**src/rtl/btn_pulse_gen.sv**
```systemverilog
`default_nettype none
// ============================================================================
//  Module   : btn_pulse_gen
//  Purpose  : Conditions a raw, bouncing push-button into a debounced level
//             (1 = pressed) and single-cycle event pulses. One pulse on each
//             accepted press; optional auto-repeat pulses while held.
//  Ports    : i_clk    - system clock
//             i_res_n  - asynchronous active-low reset
//             i_btn    - raw button pin (asynchronous to i_clk, bounces)
//             o_level  - debounced state, 1 = pressed
//             o_pls    - one-cycle event pulse (press or repeat)
//  Revision : 1.0 - initial release
// ============================================================================
module btn_pulse_gen #(
    parameter int BTN_ACT_LOW  = 1,
    parameter int DEBOUNCE_CYC = 270000,
    parameter int REPEAT_EN    = 0,
    parameter int LONG_CYC     = 13500000,
    parameter int REPEAT_CYC   = 2700000
) (
    input  logic i_clk,
    input  logic i_res_n,
    input  logic i_btn,
    output logic o_level,
    output logic o_pls
);

    // One hold counter serves both the long-press and repeat intervals,
    // so it is sized for the larger of the two.
    localparam int c_hold_max = (LONG_CYC > REPEAT_CYC) ? LONG_CYC : REPEAT_CYC;
    localparam int c_db_w     = $clog2(DEBOUNCE_CYC + 1);
    localparam int c_hold_w   = $clog2(c_hold_max + 1);

    localparam logic [c_db_w-1:0]   c_db_last   = c_db_w'(DEBOUNCE_CYC - 1);
    localparam logic [c_hold_w-1:0] c_long_last = c_hold_w'(LONG_CYC - 1);
    localparam logic [c_hold_w-1:0] c_rep_last  = c_hold_w'(REPEAT_CYC - 1);

    // Raw pin value that means "not pressed"; synchronizer resets to it so
    // a button held through reset is seen as a fresh press afterwards.
    localparam logic c_released = (BTN_ACT_LOW != 0) ? 1'b1 : 1'b0;

    typedef enum logic [1:0] {
        ST_IDLE   = 2'd0,
        ST_HELD   = 2'd1,
        ST_REPEAT = 2'd2
    } state_t;

    logic                sync1_q, sync1_d;
    logic                sync2_q, sync2_d;
    logic                w_s_btn;
    logic [c_db_w-1:0]   db_cnt_q, db_cnt_d;
    logic                level_q, level_d;
    logic [c_hold_w-1:0] hold_cnt_q, hold_cnt_d;
    logic                pls_q, pls_d;
    state_t              state_q, state_d;

    // ------------------------------------------------------------------
    // Synchronizer and polarity normalisation
    // ------------------------------------------------------------------
    always_comb begin
        sync1_d = i_btn;
        sync2_d = sync1_q;
        w_s_btn = (BTN_ACT_LOW != 0) ? ~sync2_q : sync2_q;
    end

    // ------------------------------------------------------------------
    // Debounce: a change is accepted only after DEBOUNCE_CYC consecutive
    // cycles of disagreement; any agreement restarts the count. The count
    // is cleared on acceptance, so it never reaches DEBOUNCE_CYC.
    // ------------------------------------------------------------------
    always_comb begin
        db_cnt_d = '0;
        level_d  = level_q;
        if (w_s_btn != level_q) begin
            if (db_cnt_q == c_db_last) begin
                level_d  = w_s_btn;
                db_cnt_d = '0;
            end else begin
                db_cnt_d = db_cnt_q + 1'b1;
            end
        end
    end

    // ------------------------------------------------------------------
    // Pulse FSM. It looks at level_d (the value o_level takes on this
    // edge) so the press pulse coincides with o_level rising, and an
    // accepted release pre-empts a repeat pulse due on the same edge.
    // ------------------------------------------------------------------
    always_comb begin
        state_d    = state_q;
        hold_cnt_d = hold_cnt_q;
        pls_d      = 1'b0;
        case (state_q)
            ST_IDLE: begin
                if (level_d && !level_q) begin
                    pls_d      = 1'b1;
                    state_d    = ST_HELD;
                    hold_cnt_d = '0;
                end
            end
            ST_HELD: begin
                if (!level_d) begin
                    state_d    = ST_IDLE;
                    hold_cnt_d = '0;
                end else if (REPEAT_EN != 0) begin
                    if (hold_cnt_q == c_long_last) begin
                        pls_d      = 1'b1;
                        state_d    = ST_REPEAT;
                        hold_cnt_d = '0;
                    end else begin
                        hold_cnt_d = hold_cnt_q + 1'b1;
                    end
                end
            end
            ST_REPEAT: begin
                if (!level_d) begin
                    state_d    = ST_IDLE;
                    hold_cnt_d = '0;
                end else if (hold_cnt_q == c_rep_last) begin
                    pls_d      = 1'b1;
                    hold_cnt_d = '0;
                end else begin
                    hold_cnt_d = hold_cnt_q + 1'b1;
                end
            end
            default: begin
                state_d    = ST_IDLE;
                hold_cnt_d = '0;
            end
        endcase
    end

    // ------------------------------------------------------------------
    // State registers
    // ------------------------------------------------------------------
    always_ff @(posedge i_clk or negedge i_res_n) begin
        if (!i_res_n) begin
            sync1_q    <= c_released;
            sync2_q    <= c_released;
            db_cnt_q   <= '0;
            level_q    <= 1'b0;
            hold_cnt_q <= '0;
            pls_q      <= 1'b0;
            state_q    <= ST_IDLE;
        end else begin
            sync1_q    <= sync1_d;
            sync2_q    <= sync2_d;
            db_cnt_q   <= db_cnt_d;
            level_q    <= level_d;
            hold_cnt_q <= hold_cnt_d;
            pls_q      <= pls_d;
            state_q    <= state_d;
        end
    end

    assign o_level = level_q;
    assign o_pls   = pls_q;

endmodule
`default_nettype wire

```
**config.mk**
```make
export PLATFORM = sky130hd
export DESIGN_NAME = btn_pulse_gen
export DESIGN_NICKNAME = d
export VERILOG_FILES = /design/src/rtl/btn_pulse_gen.sv
export SDC_FILE = /design/constraint.sdc
export NUM_CORES = 1
export LEC_CHECK = 0
export CORE_ASPECT_RATIO = 1.2
export CORE_UTILIZATION = 45
export DETAILED_ROUTE_END_ITERATION = 8
export PLACE_DENSITY_LB_ADDON = 0.05
export RECOVER_POWER = 25
export SYNTH_ARGS = -nofsm -noshare
export SYNTH_HDL_FRONTEND = slang
export SYNTH_SLANG_ARGS = --single-unit
```
**constraint.sdc**
```tcl
create_clock -name i_clk -period 2.15 [get_ports i_clk]
set_clock_uncertainty 0.2 [all_clocks]
set_input_delay 0.43 -clock i_clk [delete_from_list [all_inputs] [get_ports i_clk]]
set_output_delay 0.43 -clock i_clk [all_outputs]
set_load 0.05 [all_outputs]
```
==> results of run 1 <==
[Yosys cell counts (3+ instances only)]
master	n
nor2_1	22
nand3_1	5
xnor2_1	12
nor4_1	5
dfrtp_1	22
xor2_1	3
nand2_1	4
nand4_1	8
inv_1	3
and3_1	3
nor3_1	3
[logic make-up (layout without fill, tap and decap cells)]
kind of cell             Yosys count  count (layout)  synth area share [%]
AO/OA/AOI/OAI                      8               8                  4.88
adder cells (fa/ha/maj)            1               1                  1.08
AND/OR/NAND/NOR                   58              58                  27.5
flip-flops                        24              24                  52.2
buffers and inverters              5              14                  2.06
XOR/XNOR                          15              15                  11.4
multiplexers                       1               1                 0.867
[metrics by stage]
| stage | cell area [sq um] | setup WS, ps | instances |
|---|---|---|---|
| 3_3_place_gp | 1240 | 270 | 148 |
| 4_1_cts | 1270 | 64.6 | 152 |
| 6_report | 1270 | 216 | 152 |
| 5_1_grt | 1270 | 35.4 | 152 |
| 2_1_floorplan | 1150 | 325 | 112 |
| 3_5_place_dp | 1240 | 236 | 148 |
[state kept, by name, indices dropped and copies added, names as in the netlist]
register,count
sync2_q,1
state_q,1
o_level,1
sync1_q,1
db_cnt_q,19
o_pls,1
[worst max-delay path by stage]
stage / from / end / cells after the start / slack (ps)
floorplan: db_cnt_q[0] / db_cnt_q[18] / 6 / 320
global placement: db_cnt_q[0] / db_cnt_q[18] / 5 / 270
detailed placement: db_cnt_q[0] / db_cnt_q[18] / 5 / 240
CTS: o_pls / o_pls / 1 / 60
global route: i_res_n / db_cnt_q[0] / 2 / 40
finish: db_cnt_q[0] / db_cnt_q[18] / 5 / 220
[per-layer routing]
metal  vias to the layer above  wire, um  global-route usage [%]
li1                        410         -                       -
met1                       414      1040                    26.6
met2                         7      1020                    28.6
met3                         5        39                    2.85
met4                         0        46                    9.52
met5                         -         0                       0
[timing repair]
action | 4_1_cts | 5_1_grt
gates resized for setup | 0 | 1
endpoints found under the setup margin | 0 | 1
hold buffers | 0 | 0
[power by group through the flow]
stage | logic (mW) | registers, mW | clock network, mW
after floorplan | 0.0137 | 0.473 | 0
after global placement | 0.0321 | 0.473 | 0
after detailed placement | 0.0324 | 0.474 | 0
after CTS | 0.0327 | 0.465 | 0.214
after global routing | 0.0368 | 0.467 | 0.231
final | 0.0304 | 0.465 | 0.208
[final cells by class]
class,instances,area [sq um]
Multi-Input combinational cell,83,528
Inverter,3,11.3
Sequential cell,24,603
Timing Repair Buffer,7,58.8
Clock buffer,4,26.3
Fill cell,213,1090
Tap cell,31,38.8
==> impl_metrics.csv, run 1 <==
group,metric,value,unit
outcome,status,"completed",
sta,relSlewSlack,15.5,%
routing,antenna_left,0,
worst_setup_path,required,2200,ps
power_and_ir_drop,power_switching,0.161,mW
synthesis,avgSynthCellArea,10.3,sq um
worst_setup_path,path_max_fanout,5,
final_layout,utilization,53.8,%
final_layout,layout_common_cells,"nor2_1, dfrtp_1, xnor2_1, nand4_1",
synthesis,syn_inst,112,
clock_tree,cts_buffers,3,
final_layout,antenna_cells,0,
worst_hold_path,hp-class,"flip-flop to flip-flop",
power_and_ir_drop,seq_power_share,66.1,%
worst_hold_path,whs_path_depth,0,
final_layout,areaGrowthSynthToFinish,9.64,%
floorplan,start_util,49.1,%
routing,vias,836,
clock_tree,cts-root-buf,"clkbuf_4",
place,dp_hpwl,1520,um
worst_setup_path,reg2reg_setup_slack,220,ps
power_and_ir_drop,total_power,0.704,mW
worst_hold_path,min_from,"sync1_q",
clock_tree,cts_buffer_depth,2,
synthesis,ys_warn_count,0,
worst_setup_path,worst_setup_path_end_kind,"flip-flop",
power_and_ir_drop,intPower,0.543,mW
power_and_ir_drop,p_clk_share,29.5,%
sta,hold_viol,0,
worst_setup_path,r2r-end,"db_cnt_q[18]",
worst_setup_path,r2r-start,"db_cnt_q[0]",
clock_tree,tritoncts,"done",
synthesis,yosys_register_bits,24,
clock_tree,clock_latency,320,ps
sta,drv_slew,0,
floorplan,core,2350,sq um
floorplan,placement_rows,19,
global_routing,grt.total_usage,19.2,%
clock_tree,clk_pin_slew,120,ps
synthesis,synth_cell_type_count,30,
sta,whs,166,ps
routing,drt-initial-drc-count,19,
synthesis,yosysSeqAreaShare,52.2,%
worst_setup_path,slowest_delay,500,ps
synthesis,syn_area,1150,sq um
synthesis,synthFlopType,"dfrtp_1",
global_routing,grt_pass1_wl,3770,um
final_layout,drive_gt1_share,10.7,%
routing,first_pass_iters,4,
global_routing,antenna_found_initial,0,
worst_setup_path,worstPathArrival,1990,ps
global_routing,overflow,0,
worst_setup_path,critPathTopFamily,"simple AND/OR/NAND/NOR gates",
place,gp_routability_congestion,0.746,
synthesis,yosysTopAreaCell,"dfrtp_1",
floorplan,die_area,2770,sq um
synthesis,synth_edf_count,0,
clock_tree,cts_sinks,24,
floorplan,fp.dieW,48.2,um
worst_setup_path,ff2ff_path_depth,5,
synthesis,async_flop_share,100,%
clock_tree,cts_setup_buffers,0,
routing,avgViaCountPerCell,5.50,
worst_hold_path,hold_path_end,"sync2_q",
job,cap_viol_max_count,0,
final_layout,fin_nets,126,
floorplan,fp.dieH,57.5,um
place,portBuffers,4,
routing,wl_per_cell,14.1,um
power_and_ir_drop,power.leakage,0.522,nW
synthesis,synth_nets,116,
sta,grt_setup_unrepaired,"no",
sta,worst_pin_slew,1270,ps
sta,period_share,89.9,%
power_and_ir_drop,p_comb_share,4.3,%
floorplan,io_pins,5,
synthesis,synth_top_area_share,47.7,%
synthesis,synth_area_leaders,"dfrtp_1, xnor2_1, nor2_1",
sta,setup_tns,0,ps
worst_setup_path,crit_slowest_cell,"or4_4",
sta,setup_viol,0,
power_and_ir_drop,p_sw_share,22.8,%
worst_setup_path,crit_chain,"ha_1 -> and3_1 -> nand3_1 -> or4_4 -> a21oi_2",
global_routing,grt_max_degree,25,
sta,fmax,517,MHz
power_and_ir_drop,peakVddDrop,0.000436,V
clock_tree,htreeDepth,1,
worst_setup_path,path_class,"flip-flop to flip-flop",
global_routing,grt_pass1_vias,849,
routing,drc,0,
routing,drt-total-wl,2150,um
worst_setup_path,worstSetupStartpointType,"flip-flop",
power_and_ir_drop,powerDensity,556,nW/um^2
worst_setup_path,cp.buffers_inverters,0,
sta,period_minus_slack,1930,ps
No activity file was read; power rests on OpenSTA's default activity.
==> run 2: changes to the inputs <==
==> constraint.sdc (replaced) <==
create_clock -name i_clk -period 2.15 [get_ports i_clk]
set_clock_uncertainty 0.2 [all_clocks]
set_input_delay 0.3225 -clock i_clk [delete_from_list [all_inputs] [get_ports i_clk]]
set_output_delay 0.3225 -clock i_clk [all_outputs]
set_load 0.05 [all_outputs]
==> impl_metrics.csv, run 2 (synthesis gave the netlist of run 1 again) <==
group,metric,value,unit
worst_setup_path,r2r-start,"db_cnt_q[0]",
worst_setup_path,critPathTopFamily,"buffers and inverters",
worst_setup_path,ff2ff_path_depth,5,
sta,setup_viol,0,
sta,period_minus_slack,1970,ps
global_routing,grt_pass1_wl,3650,um
sta,period_share,91.6,%
sta,worst_pin_slew,1220,ps
clock_tree,cts_sinks,24,
power_and_ir_drop,power.leakage,0.526,nW
floorplan,placement_rows,19,
routing,drc,0,
sta,hold_viol,0,
clock_tree,cts_buffer_depth,2,
routing,antenna_left,0,
worst_hold_path,min_from,"sync1_q",
worst_setup_path,worstSetupStartpointType,"flip-flop",
worst_setup_path,cp.depth,1,
worst_setup_path,crit_chain,"clkdlybuf4s50_1",
clock_tree,htreeDepth,1,
worst_setup_path,slowest_delay,790,ps
global_routing,antenna_found_initial,0,
global_routing,grt_max_degree,25,
worst_setup_path,path_max_fanout,1,
final_layout,layout_common_cells,"nor2_1, dfrtp_1, xnor2_1, nand4_1",
worst_setup_path,required,1630,ps
power_and_ir_drop,total_power,0.726,mW
worst_setup_path,path_class,"flip-flop to primary output",
routing,first_pass_iters,4,
clock_tree,cts_buffers,3,
global_routing,grt_pass1_vias,826,
routing,drt-initial-drc-count,21,
worst_hold_path,hp-class,"flip-flop to flip-flop",
final_layout,utilization,54.3,%
job,cap_viol_max_count,0,
power_and_ir_drop,peakVddDrop,0.000422,V
worst_setup_path,reg2reg_setup_slack,180,ps
floorplan,start_util,49.1,%
worst_setup_path,r2r-end,"db_cnt_q[18]",
sta,setup_tns,0,ps
clock_tree,cts-root-buf,"clkbuf_4",
sta,fmax,508,MHz
outcome,status,"completed",
floorplan,die_area,2770,sq um
final_layout,largest_reg_flops,19,
routing,wl_per_cell,14.0,um
sta,drv_slew,0,
global_routing,overflow,0,
power_and_ir_drop,powerDensity,568,nW/um^2
final_layout,areaGrowthSynthToFinish,10.7,%
clock_tree,tritoncts,"done",
sta,grt_setup_unrepaired,"no",
worst_setup_path,crit_slowest_cell,"clkdlybuf4s50_1",
clock_tree,clk_pin_slew,120,ps
worst_setup_path,worstPathArrival,1450,ps
place,gp_routability_congestion,0.752,
routing,drt-total-wl,2130,um
clock_tree,clock_latency,300,ps
final_layout,fin_nets,126,
clock_tree,cts_hold_buf,0,
worst_hold_path,hold_path_end,"sync2_q",
global_routing,grt.total_usage,18.5,%
floorplan,fp.dieW,48.2,um
worst_setup_path,cp.buffers_inverters,1,
floorplan,fp.dieH,57.5,um
routing,vias,836,
final_layout,antenna_cells,0,
place,dp_hpwl,1540,um
final_layout,drive_gt1_share,10.7,%
final_layout,regMostFlops,"db_cnt_q",
place,portBuffers,4,
worst_hold_path,whs_path_depth,0,
floorplan,io_pins,5,
routing,avgViaCountPerCell,5.50,
sta,relSlewSlack,18.4,%
floorplan,core,2350,sq um
worst_setup_path,worst_setup_path_end_kind,"primary output",
==> run 2: cell types whose count changed in the layout (fill, tap and decap cells not counted) <==
cell           delta
dlygate4sd3_1     +1
clkbuf_8          +1
clkbuf_1          -1
buf_4             -1
==> run 2: worst max path at each step <==
stage / startpoint / endpoint / slack, ps
global placement: db_cnt_q[0] / db_cnt_q[18] / 270
detailed placement: db_cnt_q[0] / db_cnt_q[18] / 210
global route: o_pls / o_pls / 70
CTS: o_level / o_level / 40
floorplan: db_cnt_q[0] / db_cnt_q[18] / 320
finish: o_pls / o_pls / 180
==> run 2: metrics by stage <==
stage	worst slack [ps]	instance area (sq um)	hold WS (ps)	instances
2_1_floorplan	325	1150	-173	112
3_5_place_dp	214	1240	153	148
4_1_cts	41.6	1280	154	152
6_report	180	1280	168	152
5_1_grt	72.7	1280	172	152
3_3_place_gp	271	1240	146	148
==> run 2: area by class of cell <==
cell class	count	area, sq um
Clock buffer	4	36.3
Timing Repair Buffer	7	61.3
Tap cell	31	38.8
Sequential cell	24	603
Fill cell	209	1070
Multi-Input combinational cell	83	528
Inverter	3	11.3
==> run 2: routing by layer <==
| metal | share of wire (%) | vias up | GRT usage, % |
|---|---|---|---|
| met5 | 0 | - | 0 |
| met4 | 0.80 | 0 | 7.14 |
| met3 | 3.7 | 2 | 2.85 |
| met2 | 49 | 14 | 28.0 |
| met1 | 46 | 409 | 25.9 |
| li1 | - | 411 | - |
==> run 2: timing repair <==
| action | 4_1_cts | 5_1_grt |
|---|---|---|
| setup buffers | 0 | 0 |
| gates resized for setup | 0 | 1 |
| endpoints found under the setup margin | 0 | 1 |
==> run 2: where the power goes <==
group	leakage (nW)	total, mW	switching, mW	internal (mW)
Clock	0.0210	0.230	0.127	0.103
Combinational	0.179	0.0300	0.0193	0.0107
Sequential	0.326	0.466	0.00619	0.459
